<file path="src/rtl/riscv_pkg.sv">
// Shared constants for the RV32I front end: bubble encoding, opcodes used by
// Control, and the fetch FSM state encoding.
package riscv_pkg;

  localparam logic [31:0] NOP_INSTR = 32'h0000_0013;  // addi x0,x0,0
  localparam logic [6:0]  OP_RTYPE  = 7'b0110011;
  localparam logic [6:0]  OP_ITYPE  = 7'b0010011;

  typedef enum logic [1:0] {
    IDLE = 2'd0,
    REQ  = 2'd1,
    HOLD = 2'd2
  } fetch_state_e;

  function automatic logic [31:0] align_pc(input logic [31:0] pc);
    return pc & ~32'd3;
  endfunction

endpackage

</file>
<file path="src/rtl/fetch_buffer.sv">
// One-entry hold register that parks a fetched word while decode is stalled.
// Clear wins over drain, drain wins over load.
module fetch_buffer (
  input  logic        clk,
  input  logic        rst,
  input  logic        load,
  input  logic        drain,
  input  logic        clear,
  input  logic [31:0] wr_instr,
  input  logic [31:0] wr_pc,
  output logic [31:0] instr,
  output logic [31:0] pc,
  output logic        full
);

  always_ff @(posedge clk or posedge rst) begin
    if (rst) begin
      instr <= '0;
      pc    <= '0;
      full  <= 1'b0;
    end else if (clear || drain) begin
      full  <= 1'b0;
    end else if (load) begin
      instr <= wr_instr;
      pc    <= wr_pc;
      full  <= 1'b1;
    end
  end

endmodule

</file>
<file path="src/rtl/instr_fetch.sv">
// RV32I fetch stage with IF/ID register, imem req/ack handshake, stall/flush
// and branch redirect. Define FETCH_COUNT_EN to add the fetch_cnt_o counter.
module instr_fetch #(
  parameter logic [31:0] RESET_PC  = 32'h0000_0000,
  parameter logic [31:0] NOP_INSTR = riscv_pkg::NOP_INSTR
) (
  input  logic        clk_i,
  input  logic        rst_i,
  input  logic        start_i,
  output logic        imem_req_o,
  output logic [31:0] imem_addr_o,
  input  logic        imem_ack_i,
  input  logic [31:0] imem_data_i,
  input  logic        stall_i,
  input  logic        flush_i,
  input  logic        redirect_i,
  input  logic [31:0] redirect_pc_i,
  output logic [31:0] instr_o,
  output logic [31:0] pc_o,
  output logic [6:0]  opcode_o,
  output logic        valid_o
`ifdef FETCH_COUNT_EN
  ,
  output logic [31:0] fetch_cnt_o
`endif
);
  import riscv_pkg::*;

  fetch_state_e state;
  logic [31:0]  pc_r, addr_r, pc_next4, tgt;
  logic         kill;
  logic         cap, buf_load, buf_drain, buf_clear, drain_ld;
  logic [31:0]  buf_instr, buf_pc;
  logic         buf_full;

  assign pc_next4 = pc_r + 32'd4;
  assign tgt      = align_pc(redirect_pc_i);

  // Word accepted straight into IF/ID vs. parked in the hold buffer.
  assign cap       = (state == REQ) && imem_ack_i && !redirect_i && !kill && !flush_i && !stall_i;
  assign buf_load  = (state == REQ) && imem_ack_i && !redirect_i && !kill && (flush_i || stall_i);
  assign buf_drain = (state == HOLD) && !redirect_i && !flush_i && !stall_i;
  assign buf_clear = (state == HOLD) && redirect_i;
  assign drain_ld  = buf_drain && buf_full;

  fetch_buffer u_buf (
    .clk      (clk_i),
    .rst      (rst_i),
    .load     (buf_load),
    .drain    (buf_drain),
    .clear    (buf_clear),
    .wr_instr (imem_data_i),
    .wr_pc    (pc_r),
    .instr    (buf_instr),
    .pc       (buf_pc),
    .full     (buf_full)
  );

  // addr_r tracks pc_r except while a killed request is still outstanding,
  // so the address stays stable until that request's ack.
  assign imem_addr_o = addr_r;
  assign opcode_o    = instr_o[6:0];

  always_ff @(posedge clk_i or posedge rst_i) begin
    if (rst_i) begin
      state      <= IDLE;
      pc_r       <= RESET_PC;
      addr_r     <= RESET_PC;
      imem_req_o <= 1'b0;
      kill       <= 1'b0;
      instr_o    <= NOP_INSTR;
      pc_o       <= '0;
      valid_o    <= 1'b0;
    end else begin
      if (flush_i) begin
        instr_o <= NOP_INSTR;
        valid_o <= 1'b0;
      end else if (cap) begin
        instr_o <= imem_data_i;
        pc_o    <= pc_r;
        valid_o <= 1'b1;
      end else if (drain_ld) begin
        instr_o <= buf_instr;
        pc_o    <= buf_pc;
        valid_o <= 1'b1;
      end

      case (state)
        IDLE: begin
          if (redirect_i) begin
            pc_r   <= tgt;
            addr_r <= tgt;
          end
          if (start_i) begin
            state      <= REQ;
            imem_req_o <= 1'b1;
          end
        end
        REQ: begin
          if (redirect_i) begin
            pc_r <= tgt;
            if (imem_ack_i) begin
              addr_r <= tgt;
              kill   <= 1'b0;
            end else begin
              kill   <= 1'b1;
            end
          end else if (imem_ack_i) begin
            if (kill) begin
              kill   <= 1'b0;
              addr_r <= pc_r;
            end else begin
              pc_r   <= pc_next4;
              addr_r <= pc_next4;
              if (flush_i || stall_i) begin
                state      <= HOLD;
                imem_req_o <= 1'b0;
              end
            end
          end
        end
        HOLD: begin
          if (redirect_i) begin
            pc_r       <= tgt;
            addr_r     <= tgt;
            state      <= REQ;
            imem_req_o <= 1'b1;
          end else if (!flush_i && !stall_i) begin
            state      <= REQ;
            imem_req_o <= 1'b1;
          end
        end
        default: begin
          state      <= IDLE;
          imem_req_o <= 1'b0;
        end
      endcase
    end
  end

`ifdef FETCH_COUNT_EN
  logic [31:0] cnt;
  always_ff @(posedge clk_i or posedge rst_i) begin
    if (rst_i)                cnt <= '0;
    else if (cap || drain_ld) cnt <= cnt + 32'd1;
  end
  assign fetch_cnt_o = cnt;
`endif

endmodule
</file>
<file path="config.mk">
export PLATFORM = sky130hd
export DESIGN_NAME = instr_fetch
export DESIGN_NICKNAME = d
export VERILOG_FILES = /design/src/rtl/riscv_pkg.sv /design/src/rtl/fetch_buffer.sv /design/src/rtl/instr_fetch.sv
export SDC_FILE = /design/constraint.sdc
export NUM_CORES = 1
export LEC_CHECK = 0
export BUFFER_PORTS_ARGS = -buffer_cell sky130_fd_sc_hd__buf_2
export CELL_PAD_IN_SITES_DETAIL_PLACEMENT = 1
export CELL_PAD_IN_SITES_GLOBAL_PLACEMENT = 2
export CORE_ASPECT_RATIO = 2
export CORE_MARGIN = 2
export CORE_UTILIZATION = 36
export CTS_CLUSTER_DIAMETER = 30
export DETAILED_ROUTE_END_ITERATION = 16
export PLACE_DENSITY_LB_ADDON = 0.1
export SKIP_LAST_GASP = 1
export SYNTH_ARGS = -nofsm -noshare
export SYNTH_HDL_FRONTEND = slang
export SYNTH_SLANG_ARGS = --single-unit
</file>
<file path="constraint.sdc">
create_clock -name clk_i -period 9.5 [get_ports clk_i]
set_input_delay 1.9 -clock clk_i [delete_from_list [all_inputs] [get_ports clk_i]]
set_output_delay 1.9 -clock clk_i [all_outputs]
set_load 0.02 [all_outputs]
</file>
## After elaboration in Yosys (flattened, before gate mapping)

Index checks and enable logic that the tools add are counted.

| storage, ports and cells | value |
|---|---|
| bits in registers | 198 |
| latch bits | 0 |
| RAM bits | 0 |
| memory bits (read-only) | 0 |
| output and inout bits | 105 |
| logic and storage cells | 92 |
| memories | 0 |

| operators by class | value |
|---|---|
| $add $sub $neg | 1 |
| multiply operators | 0 |
| div/mod/pow operators | 0 |
| $lt $le $gt $ge | 0 |
| eq/ne operators | 10 |
| shifts and indexed selects | 0 |
| mux-type cells | 37 |
| bitwise logic cells | 2 |
| reductions and logical operators | 31 |

Operator list:

| operator | number |
|---|---|
| 32-bit two-way mux | 11 |
| 32-bit case mux with 2 select lines | 2 |
| 32-bit by 3-bit adder with 32-bit output, second input constant | 1 |
| 1-bit two-way mux | 15 |
| 2-bit two-way mux | 7 |
| 1-bit logical AND | 12 |
| 2-bit inequality test, second input constant | 4 |
| 2-bit nonzero test | 4 |
| 2-bit case mux with 3 select lines | 1 |
| 2-bit AND reduction | 3 |
| 3-bit AND reduction | 2 |
| 6-bit AND reduction | 1 |
| 1-bit zero test | 4 |
| 2-bit by 1-bit inequality test with 1-bit output, second input constant | 2 |
| 3-bit by 2-bit inequality test with 1-bit output, second input constant | 1 |
| 3-bit inequality test, second input constant | 1 |
| 1-bit case mux with 3 select lines | 1 |
| 3-bit nonzero test | 1 |
| 2-bit by 1-bit equality test with 1-bit output, second input constant | 1 |
| 2-bit equality test, second input constant | 1 |
| 2-bit zero test | 1 |
| 1-bit logical OR | 2 |
| 1-bit NOT | 2 |
| 2-bit OR reduction | 1 |

## Logic depth before layout (Yosys ltp)

Gate-level depths: netlist of the first run.

| logic depth | value |
|---|---|
| depth in word-level cells | 8 |
| mapped depth | 9 |
| depth with buffers taken out | 6 |

## Hierarchy

A second synthesis of the first run with hierarchy kept.

| unflattened totals | value |
|---|---|
| cells, all modules | 880 |
| area total of the unflattened synthesis | 9,761.9 um2 |

Modules (own cells, without submodules):

| module | times used | cells an instance | area an instance (um2) | sequential area each (um2) |
|---|---|---|---|---|
| instr_fetch | 1 | 740 | 7,033.0 | 3,331.9 |
| fetch_buffer | 1 | 140 | 2,728.9 | 1,626.6 |

## Worst setup path after synthesis of the first run

Ideal clock, no wire load.

| timing | value |
|---|---|
| path type | input port to flip-flop |
| start | in imem_ack_i |
| end | reg pc_o[10] |
| arrival time | 3,129 ps |
| setup slack | 6,241 ps |
| stages | 8 |
| buffers on the path | 3 |
| path through | nand2_1 > or3_1 > a2111o_1 > buf_6 > buf_6 > buf_6 > nand2_1 > o21ai_1 |

| between the ends | value |
|---|---|
| word-level cells in the longest chain between the ends | 7 |
| elaborated cells on any way between the ends | 8 |
| classes of those cells | mux (1); reduce/logical (7) |

Ends and longest elaborated chain:

| item | line | text |
|---|---|---|
| from (decl) | instr_fetch.sv:12 | `input logic imem_ack_i,` |
| 1-bit logical AND (*) (5 in a row) | instr_fetch.sv:40 | `assign cap = (state == REQ) && imem_ack_i && !redirect_i && !kill && !flush_i && !stall_i;` |
| 2-bit nonzero test (no line) | - |  |
| 2-bit AND reduction (no line) | - |  |
| to (signal assigned) | instr_fetch.sv:80 | `pc_o <= pc_r;` |
| to (signal assigned) | instr_fetch.sv:84 | `pc_o <= buf_pc;` |
| to (decl) | instr_fetch.sv:19 | `output logic [31:0] pc_o,` |

Mark *: on every way between the ends. The rest lies on a longest branch, timed or not.
A chain may end at the register's enable or synchronous reset.

## Worst setup path in the final report of the first run

| timing | value |
|---|---|
| start | in flush_i |
| end | reg pc_o[24] |

| between the ends | value |
|---|---|
| word-level cells in the longest chain between the ends | 6 |
| elaborated cells on any way between the ends | 10 |
| classes of those cells | mux (1); bitwise (1); reduce/logical (8) |

Ends and longest elaborated chain:

| item | line | text |
|---|---|---|
| from (decl) | instr_fetch.sv:15 | `input logic flush_i,` |
| 1-bit zero test | instr_fetch.sv:40, instr_fetch.sv:42 |  |
| 1-bit logical AND (2 in a row) | instr_fetch.sv:42 | `assign buf_drain = (state == HOLD) && !redirect_i && !flush_i && !stall_i;` |
| 1-bit logical AND | instr_fetch.sv:44 | `assign drain_ld = buf_drain && buf_full;` |
| 2-bit nonzero test (no line) | - |  |
| 2-bit AND reduction (no line) | - |  |

Several ways; a longest one is shown, not always the timed one.

==> results of run 1 <==
==> flip-flops by register name, indices dropped and copies added (netlist names) <==
| register | count |
|---|---|
| kill | 1 |
| u_buf.full | 1 |
| valid_o | 1 |
| u_buf.instr | 32 |
| instr_o | 32 |
| pc_o | 32 |
| u_buf.pc | 32 |
| imem_req_o | 1 |
| state | 2 |
| imem_addr_o | 32 |
| pc_r | 32 |
==> cell families after synthesis <==
family | after synthesis | synth area share [%]
multiplexers | 136 | 15.3
buffers and inverters | 88 | 4.91
XOR/XNOR | 22 | 2.03
AND/OR/NAND/NOR | 242 | 13.9
AO/OA/AOI/OAI | 185 | 11.6
flip-flops | 198 | 52.1
adder cells (fa/ha/maj) | 1 | 0.132
==> power by group <==
| part | switching, uW | total (uW) | internal [uW] |
|---|---|---|---|
| clock network | 321 | 751 | 430 |
| registers | 305 | 1480 | 1170 |
| logic | 650 | 1130 | 482 |
| total | 1280 | 3360 | 2080 |
==> layout make-up <==
| type | instances | area (um2) | area share [%] |
|---|---|---|---|
| clock buffers | 25 | 515 | 4.64 |
| clock inverters | 7 | 91.3 | 0.822 |
| inverters | 8 | 37.5 | 0.338 |
| multi-input cells | 586 | 4120 | 37.0 |
| flip-flops and latches | 198 | 4960 | 44.6 |
| well taps | 344 | 430 | 3.87 |
| repair buffers | 186 | 963 | 8.67 |
==> cells in the mapped netlist (3+ instances only) <==
cell type | n | area [um2]
sky130_fd_sc_hd__nor2b_1 | 4 | 25.0
sky130_fd_sc_hd__o32a_1 | 3 | 30.0
sky130_fd_sc_hd__nor4_1 | 4 | 25.0
sky130_fd_sc_hd__and2b_1 | 3 | 22.5
sky130_fd_sc_hd__a21oi_1 | 32 | 160
sky130_fd_sc_hd__nand2_1 | 75 | 282
sky130_fd_sc_hd__mux2_2 | 74 | 833
sky130_fd_sc_hd__and3_1 | 15 | 93.8
sky130_fd_sc_hd__clkbuf_1 | 31 | 116
sky130_fd_sc_hd__nor3_1 | 7 | 35.0
sky130_fd_sc_hd__inv_1 | 8 | 30.0
sky130_fd_sc_hd__mux2i_1 | 62 | 621
sky130_fd_sc_hd__nand3_1 | 27 | 135
sky130_fd_sc_hd__nor2_1 | 34 | 128
sky130_fd_sc_hd__or3_1 | 7 | 43.8
sky130_fd_sc_hd__xor2_1 | 11 | 96.3
sky130_fd_sc_hd__o21ai_0 | 75 | 375
sky130_fd_sc_hd__nand3b_1 | 33 | 248
sky130_fd_sc_hd__buf_2 | 24 | 120
sky130_fd_sc_hd__a31oi_1 | 5 | 31.3
sky130_fd_sc_hd__a21o_1 | 7 | 52.6
sky130_fd_sc_hd__a22o_1 | 4 | 35.0
sky130_fd_sc_hd__a221o_1 | 5 | 50.1
sky130_fd_sc_hd__buf_6 | 7 | 78.8
sky130_fd_sc_hd__xnor2_1 | 11 | 96.3
sky130_fd_sc_hd__buf_4 | 13 | 97.6
sky130_fd_sc_hd__dfrtp_1 | 195 | 4880
sky130_fd_sc_hd__dfstp_2 | 3 | 78.8
sky130_fd_sc_hd__a211oi_1 | 3 | 22.5
sky130_fd_sc_hd__o22ai_1 | 3 | 18.8
sky130_fd_sc_hd__and4_1 | 4 | 35.0
sky130_fd_sc_hd__nand4_1 | 12 | 75.1
sky130_fd_sc_hd__clkbuf_2 | 4 | 20.0
sky130_fd_sc_hd__o311ai_0 | 4 | 35.0
sky130_fd_sc_hd__o211ai_1 | 10 | 75.1
sky130_fd_sc_hd__o21ai_1 | 20 | 100
==> through the flow <==
stage | hold slack (ns) | utilization, % | power [uW] | worst slack, ns | cell area [um2]
detailed placement | 0.461 | 40.1 | 2650 | 5.18 | 10500
global placement | 0.454 | 40.1 | 2600 | 5.18 | 10500
floorplan | 0.474 | - | 2240 | 2.21 | 9510
CTS | 0.485 | 42.5 | 3410 | 5.66 | 11100
global route | 0.496 | 42.5 | 3590 | 5.43 | 11100
finish | 0.478 | 42.5 | 3360 | 5.69 | 11100
==> worst max-delay path, delay by kind of cell <==
family                 cells  cell delay, ns
AOI/OAI and AO/OA          2            0.80
buffers and inverters      2            1.31
==> metal layers <==
layer / global-route usage, % / part of all wire, % / up-vias
met2: 34.8 / 52 / 149
met5: 0 / 0 / -
met4: 7.51 / 2.6 / 0
li1: - / - / 3365
met3: 3.11 / 2.8 / 30
met1: 23.9 / 43 / 3560
==> final timing paths <==
path | cells after the start | slack [ns] | to
setup / recovery | 4 | 5.69 | pc_o[24]
hold / removal | 2 | 0.48 | imem_addr_o[4]
setup reg to reg | 5 | 6.78 | instr_o[6]
hold reg to reg | 2 | 0.48 | imem_addr_o[4]
max in group asynchronous | 3 | 6.33 | imem_addr_o[1]
min in group asynchronous | 2 | 1.63 | pc_o[7]
==> reports/qor.json, run 1 <==
{
  "grt": {
    "track_usage_pct": 19.6,
    "grt_max_degree": 136,
    "wire_length_of_the_first_global_routing_pass_um": 42100,
    "antenna_found_initial": 0,
    "global_route.overflow_total": 0,
    "vias_in_the_first_global_route": 7316
  },
  "min_path": {
    "min_path_type": "flip-flop to flip-flop",
    "min_from": "imem_addr_o[4]"
  },
  "clock_tree": {
    "clock-root-buffer": "sky130_fd_sc_hd__clkbuf_16",
    "number_of_buffers_added_by_the_clock_tree_synthesis_step": 17,
    "clock_tree.htree_level_count": 4,
    "tritoncts": "yes",
    "clock_path_buffers": 2,
    "holdBufCountCts": 0,
    "cts_resized": 0,
    "post-cts-setup-buffer-count": 0,
    "clk_latency_ns": 0.44,
    "clock_sink_count": 198,
    "clkSlewWorstSetupHoldPaths_ns": 0.07
  },
  "sta": {
    "finalSetupViolations": 0,
    "slew-limit-headroom_pct": 33.0,
    "finalHoldViolations": 0,
    "minimum_clock_period_after_layout_ns": 3.81,
    "maximum_clock_skew_at_final_layout_ns": 0.00710,
    "fin_setup_tns_ns": 0,
    "maxClockFrequency_mhz": 262,
    "period_share_pct": 40.1,
    "slew_of_the_pin_with_the_lowest_slew_margin_ns": 1.01,
    "timing_max_transition_violations_final": 0,
    "unrepaired_setup_endpoints_after_global_routing": "false"
  },
  "die": {
    "rows": 84,
    "initial_utilization_pct": 36.4,
    "pin_count": 176,
    "fp.dieArea_um2": 27800,
    "floorplan.die.width_um": 119,
    "dieHeight_um": 234,
    "core_region_area_um2": 26200
  },
  "layout": {
    "final.fill_count": 2925,
    "commonest_cells_after_routing_fill_and_taps_aside": "sky130_fd_sc_hd__dfrtp_1 (195), sky130_fd_sc_hd__buf_2 (173), sky130_fd_sc_hd__nand2_1 (75)",
    "antenna_cells": 0,
    "drive_above_1_share_pct": 30.4,
    "most_frequent_standard_cell_in_the_layout_excluding_fill_and_tap_cells": "sky130_fd_sc_hd__dfrtp_1",
    "nets": 1069,
    "final-instance-count-excl-fill": 1354,
    "layout-area-overhead-vs-synth_pct": 16.8
  },
  "route": {
    "via_count": 7104,
    "ant_nets": 0,
    "detail_route.vias_per_cell": 5.25,
    "total_wirelength_of_the_detailed_routed_design_um": 26400,
    "drt-pass1-iter-count": 4,
    "wire_per_inst_um": 19.5,
    "drt_drc_violations_left": 0,
    "initialDrtViolationCount": 255
  },
  "placed_design": {
    "detailedPlacementHpwl_um": 17800,
    "place_inst": 1322,
    "io_buffer_count": 173,
    "gp_routability_congestion": 0.808
  },
  "critical_path": {
    "setup.worst_path.start_class": "input pin",
    "worstPathCellList": "buf_2, a2111o_2, buf_4, o21ai_0",
    "endpoint_kind": "flip-flop",
    "worst_path_max_delay_cell": "sky130_fd_sc_hd__buf_4",
    "cp-startpoint": "flush_i",
    "worst_ep_required_time_ns": 9.78,
    "crit_path_max_incr_delay_ns": 0.79,
    "critical_path_peak_fanout": 93,
    "worstSetupPathType": "input pin to flip-flop",
    "cp_data_arrival_time_ns": 4.09,
    "worstReg2RegStart": "kill"
  },
  "job": {
    "max_cap_violations": 0
  },
  "synth": {
    "synth_cells": 872,
    "number_of_enable_flip_flop_cells_after_synthesis": 0,
    "postSynthAreaPerCell_um2": 10.9,
    "syn_area_um2": 9510,
    "ys_types": 62,
    "part_of_the_yosys_area_used_for_sequential_elements_pct": 52.1,
    "ys_async_sr_fraction_pct": 100,
    "synthFlopType": "sky130_fd_sc_hd__dfrtp_1",
    "postSynthNetCount": 944,
    "flip_flop_and_latch_count_after_synthesis": 198,
    "syn_warnings": 0
  },
  "power_and_ir_drop": {
    "cellLeakagePower_uw": 0.00490,
    "irDropWorstVdd_v": 0.000118,
    "p_per_area_nw_per_um2": 302
  },
  "outcome": {
    "outcome": "completed"
  }
}
Power figures use the tool's default switching activity.
==> run 2: changes to the inputs <==
--- a/config.mk
+++ b/config.mk
@@ -5,12 +5,13 @@
 export SDC_FILE = /design/constraint.sdc
 export NUM_CORES = 1
 export LEC_CHECK = 0
+export ABC_AREA = 1
 export BUFFER_PORTS_ARGS = -buffer_cell sky130_fd_sc_hd__buf_2
 export CELL_PAD_IN_SITES_DETAIL_PLACEMENT = 1
 export CELL_PAD_IN_SITES_GLOBAL_PLACEMENT = 2
 export CORE_ASPECT_RATIO = 2
 export CORE_MARGIN = 2
-export CORE_UTILIZATION = 36
+export CORE_UTILIZATION = 32
 export CTS_CLUSTER_DIAMETER = 30
 export DETAILED_ROUTE_END_ITERATION = 16
 export PLACE_DENSITY_LB_ADDON = 0.1
==> constraint.sdc (replaced) <==
create_clock -name clk_i -period 3.9 [get_ports clk_i]
set_input_delay 0.78 -clock clk_i [delete_from_list [all_inputs] [get_ports clk_i]]
set_output_delay 0.78 -clock clk_i [all_outputs]
set_load 0.02 [all_outputs]
==> reports/qor.json, run 2 <==
{
  "outcome": {
    "outcome": "completed"
  },
  "clock_tree": {
    "number_of_buffers_added_by_the_clock_tree_synthesis_step": 17,
    "clk_latency_ns": 0.46,
    "post-cts-setup-buffer-count": 0,
    "clock_path_buffers": 2,
    "holdBufCountCts": 0,
    "clock_sink_count": 198,
    "clkSlewWorstSetupHoldPaths_ns": 0.07,
    "cts_resized": 0,
    "tritoncts": "yes",
    "clock-root-buffer": "sky130_fd_sc_hd__clkbuf_16",
    "clock_tree.htree_level_count": 4
  },
  "sta": {
    "finalSetupViolations": 0,
    "maximum_clock_skew_at_final_layout_ns": 0.00965,
    "period_share_pct": 67.9,
    "timing_max_transition_violations_final": 0,
    "slew-limit-headroom_pct": 32.2,
    "slew_of_the_pin_with_the_lowest_slew_margin_ns": 1.01,
    "setup_slack_ns": 1.25,
    "fin_setup_tns_ns": 0,
    "minimum_clock_period_after_layout_ns": 2.65,
    "finalHoldViolations": 0,
    "unrepaired_setup_endpoints_after_global_routing": "false",
    "maxClockFrequency_mhz": 377
  },
  "die": {
    "floorplan.die.width_um": 125,
    "pin_count": 176,
    "initial_utilization_pct": 32.6,
    "core_region_area_um2": 28800,
    "dieHeight_um": 246,
    "rows": 88,
    "fp.dieArea_um2": 30800
  },
  "synth": {
    "flip_flop_and_latch_count_after_synthesis": 198,
    "post-synth-top-count-cell": "sky130_fd_sc_hd__nand2_1",
    "number_of_enable_flip_flop_cells_after_synthesis": 0,
    "syn_area_um2": 9390,
    "part_of_the_yosys_area_used_for_sequential_elements_pct": 52.8,
    "synthFlopType": "sky130_fd_sc_hd__dfrtp_1",
    "synth_cells": 1185,
    "netlist.area_leader.share_pct": 51.9,
    "postSynthAreaPerCell_um2": 7.93,
    "ys_async_sr_fraction_pct": 100,
    "ys_types": 33,
    "synth_common_cells": "sky130_fd_sc_hd__nand2_1 (396), sky130_fd_sc_hd__dfrtp_1 (195), sky130_fd_sc_hd__o21ai_0 (136), sky130_fd_sc_hd__nand3_1 (122), sky130_fd_sc_hd__inv_1 (82)",
    "postSynthNetCount": 1257,
    "syn_warnings": 0,
    "synth_top_cells_by_area": "sky130_fd_sc_hd__dfrtp_1 (52%), sky130_fd_sc_hd__nand2_1 (16%), sky130_fd_sc_hd__o21ai_0 (7.2%), sky130_fd_sc_hd__nand3_1 (6.5%), sky130_fd_sc_hd__inv_1 (3.3%)",
    "synthDominantAreaCellType": "sky130_fd_sc_hd__dfrtp_1"
  },
  "layout": {
    "nets": 1391,
    "commonest_cells_after_routing_fill_and_taps_aside": "sky130_fd_sc_hd__nand2_1 (396), sky130_fd_sc_hd__dfrtp_1 (195), sky130_fd_sc_hd__buf_2 (173)",
    "most_frequent_standard_cell_in_the_layout_excluding_fill_and_tap_cells": "sky130_fd_sc_hd__nand2_1",
    "layout-area-overhead-vs-synth_pct": 18.8,
    "drive_above_1_share_pct": 19.2,
    "antenna_cells": 0,
    "layout.core_utilization_pct": 38.7
  },
  "placed_design": {
    "io_buffer_count": 173,
    "gp_routability_congestion": 0.836,
    "detailedPlacementHpwl_um": 20500,
    "worst_setup_slack_after_placement_ns": 0.703
  },
  "critical_path": {
    "worstSetupPathType": "flip-flop to flip-flop",
    "critical_path_peak_fanout": 33,
    "setup.worst_path.start_class": "flip-flop",
    "cp_data_arrival_time_ns": 3.04,
    "r2r.worst_path.cells": 10,
    "worst_ep_required_time_ns": 4.29,
    "cp-startpoint": "state[0]",
    "cp-endpoint": "instr_o[4]",
    "endpoint_kind": "flip-flop",
    "reg2reg_to": "instr_o[4]",
    "ff2ff_setup_slack_ns": 1.25,
    "worstReg2RegStart": "state[0]"
  },
  "power_and_ir_drop": {
    "cellLeakagePower_uw": 0.00574,
    "p_per_area_nw_per_um2": 746,
    "irDropWorstVdd_v": 0.000352,
    "post-layout-total-power_uw": 8320
  },
  "route": {
    "wire_per_inst_um": 16.5,
    "detail_route.vias_per_cell": 4.82,
    "initialDrtViolationCount": 272,
    "ant_nets": 0,
    "drt_drc_violations_left": 0,
    "total_wirelength_of_the_detailed_routed_design_um": 27900,
    "via_count": 8150,
    "drt-pass1-iter-count": 5
  },
  "grt": {
    "global_route.overflow_total": 0,
    "wire_length_of_the_first_global_routing_pass_um": 45600,
    "vias_in_the_first_global_route": 8331,
    "track_usage_pct": 18.7,
    "antenna_found_initial": 0,
    "grt_max_degree": 97
  },
  "min_path": {
    "min_path_type": "input pin to async pin"
  },
  "job": {
    "max_cap_violations": 0
  }
}
## run 2: cell count changes after synthesis, sizes merged, moves of 11 or more
cell / delta
nand2: +324
xnor2: -11
a21oi: -29
inv: +76
o21ai: +42
mux2i: -62
nand3b: -32
nand3: +95
nor2: +44
mux2: -70
or2: +18
and3: -15
a31oi: +27
## run 2: critical path, cell delays in order (launching register included)
cell and delay [ns]:
sky130_fd_sc_hd__dfrtp_1 0.40, sky130_fd_sc_hd__inv_2 0.10, sky130_fd_sc_hd__nor2_4 0.11, sky130_fd_sc_hd__nand2_2 0.11, sky130_fd_sc_hd__nor2_4 0.42, sky130_fd_sc_hd__nand2_4 0.10
sky130_fd_sc_hd__o21ai_4 0.38, sky130_fd_sc_hd__inv_2 0.54, sky130_fd_sc_hd__nand2_1 0.24, sky130_fd_sc_hd__o22ai_1 0.09, sky130_fd_sc_hd__inv_1 0.08
## run 2: where the power goes
group | internal (uW) | switching (uW) | total, uW
Sequential | 2870 | 666 | 3540
Combinational | 1000 | 1890 | 2900
Clock | 1090 | 796 | 1880
Total | 4960 | 3360 | 8320
## run 2: worst min-delay path by stage
stage,endpoint,from,slack [ns]
floorplan,u_buf.instr[0],u_buf.instr[0],0.45
global placement,imem_addr_o[18],imem_addr_o[18],0.46
detailed placement,imem_addr_o[15],imem_addr_o[15],0.46
finish,instr_o[25],rst_i,0.33
CTS,instr_o[25],rst_i,0.32
global route,instr_o[25],rst_i,0.33
## run 2: cell type report
type / instances / area [um2]
clock buffer: 23 / 498
clock inverter: 7 / 119
fill: 3591 / 17700
inverter: 85 / 323
multi-input combinational: 828 / 3770
sequential: 198 / 4960
tap: 360 / 450
timing repair buffer: 189 / 1040
## run 2: kinds of logic after synthesis
logic type / Yosys count / synth area share (%)
buffers and inverters: 159 / 7.18
DFF: 198 / 52.8
xor gates and xnor gates: 11 / 1.03
AOI/OAI and AO/OA: 180 / 10.3
adders and majority gates: 1 / 0.133
and+or+nand+nor: 632 / 28.1
muxes: 4 / 0.479
## run 2: per-layer routing
metal	GRT usage (%)	wire [um]
met5	0	0
met4	7.42	739
met3	2.76	916
met2	33.2	14400
met1	22.6	11900
## run 2: stage by stage
| stage | instance area [um2] | hold slack (ns) | instances |
|---|---|---|---|
| 2_1_floorplan | 9400 | 0.453 | 1185 |
| 3_3_place_gp | 10500 | 0.461 | 1660 |
| 3_5_place_dp | 10500 | 0.460 | 1660 |
| 4_1_cts | 11200 | 0.322 | 1690 |
| 5_1_grt | 11200 | 0.333 | 1690 |
| 6_report | 11200 | 0.331 | 1690 |
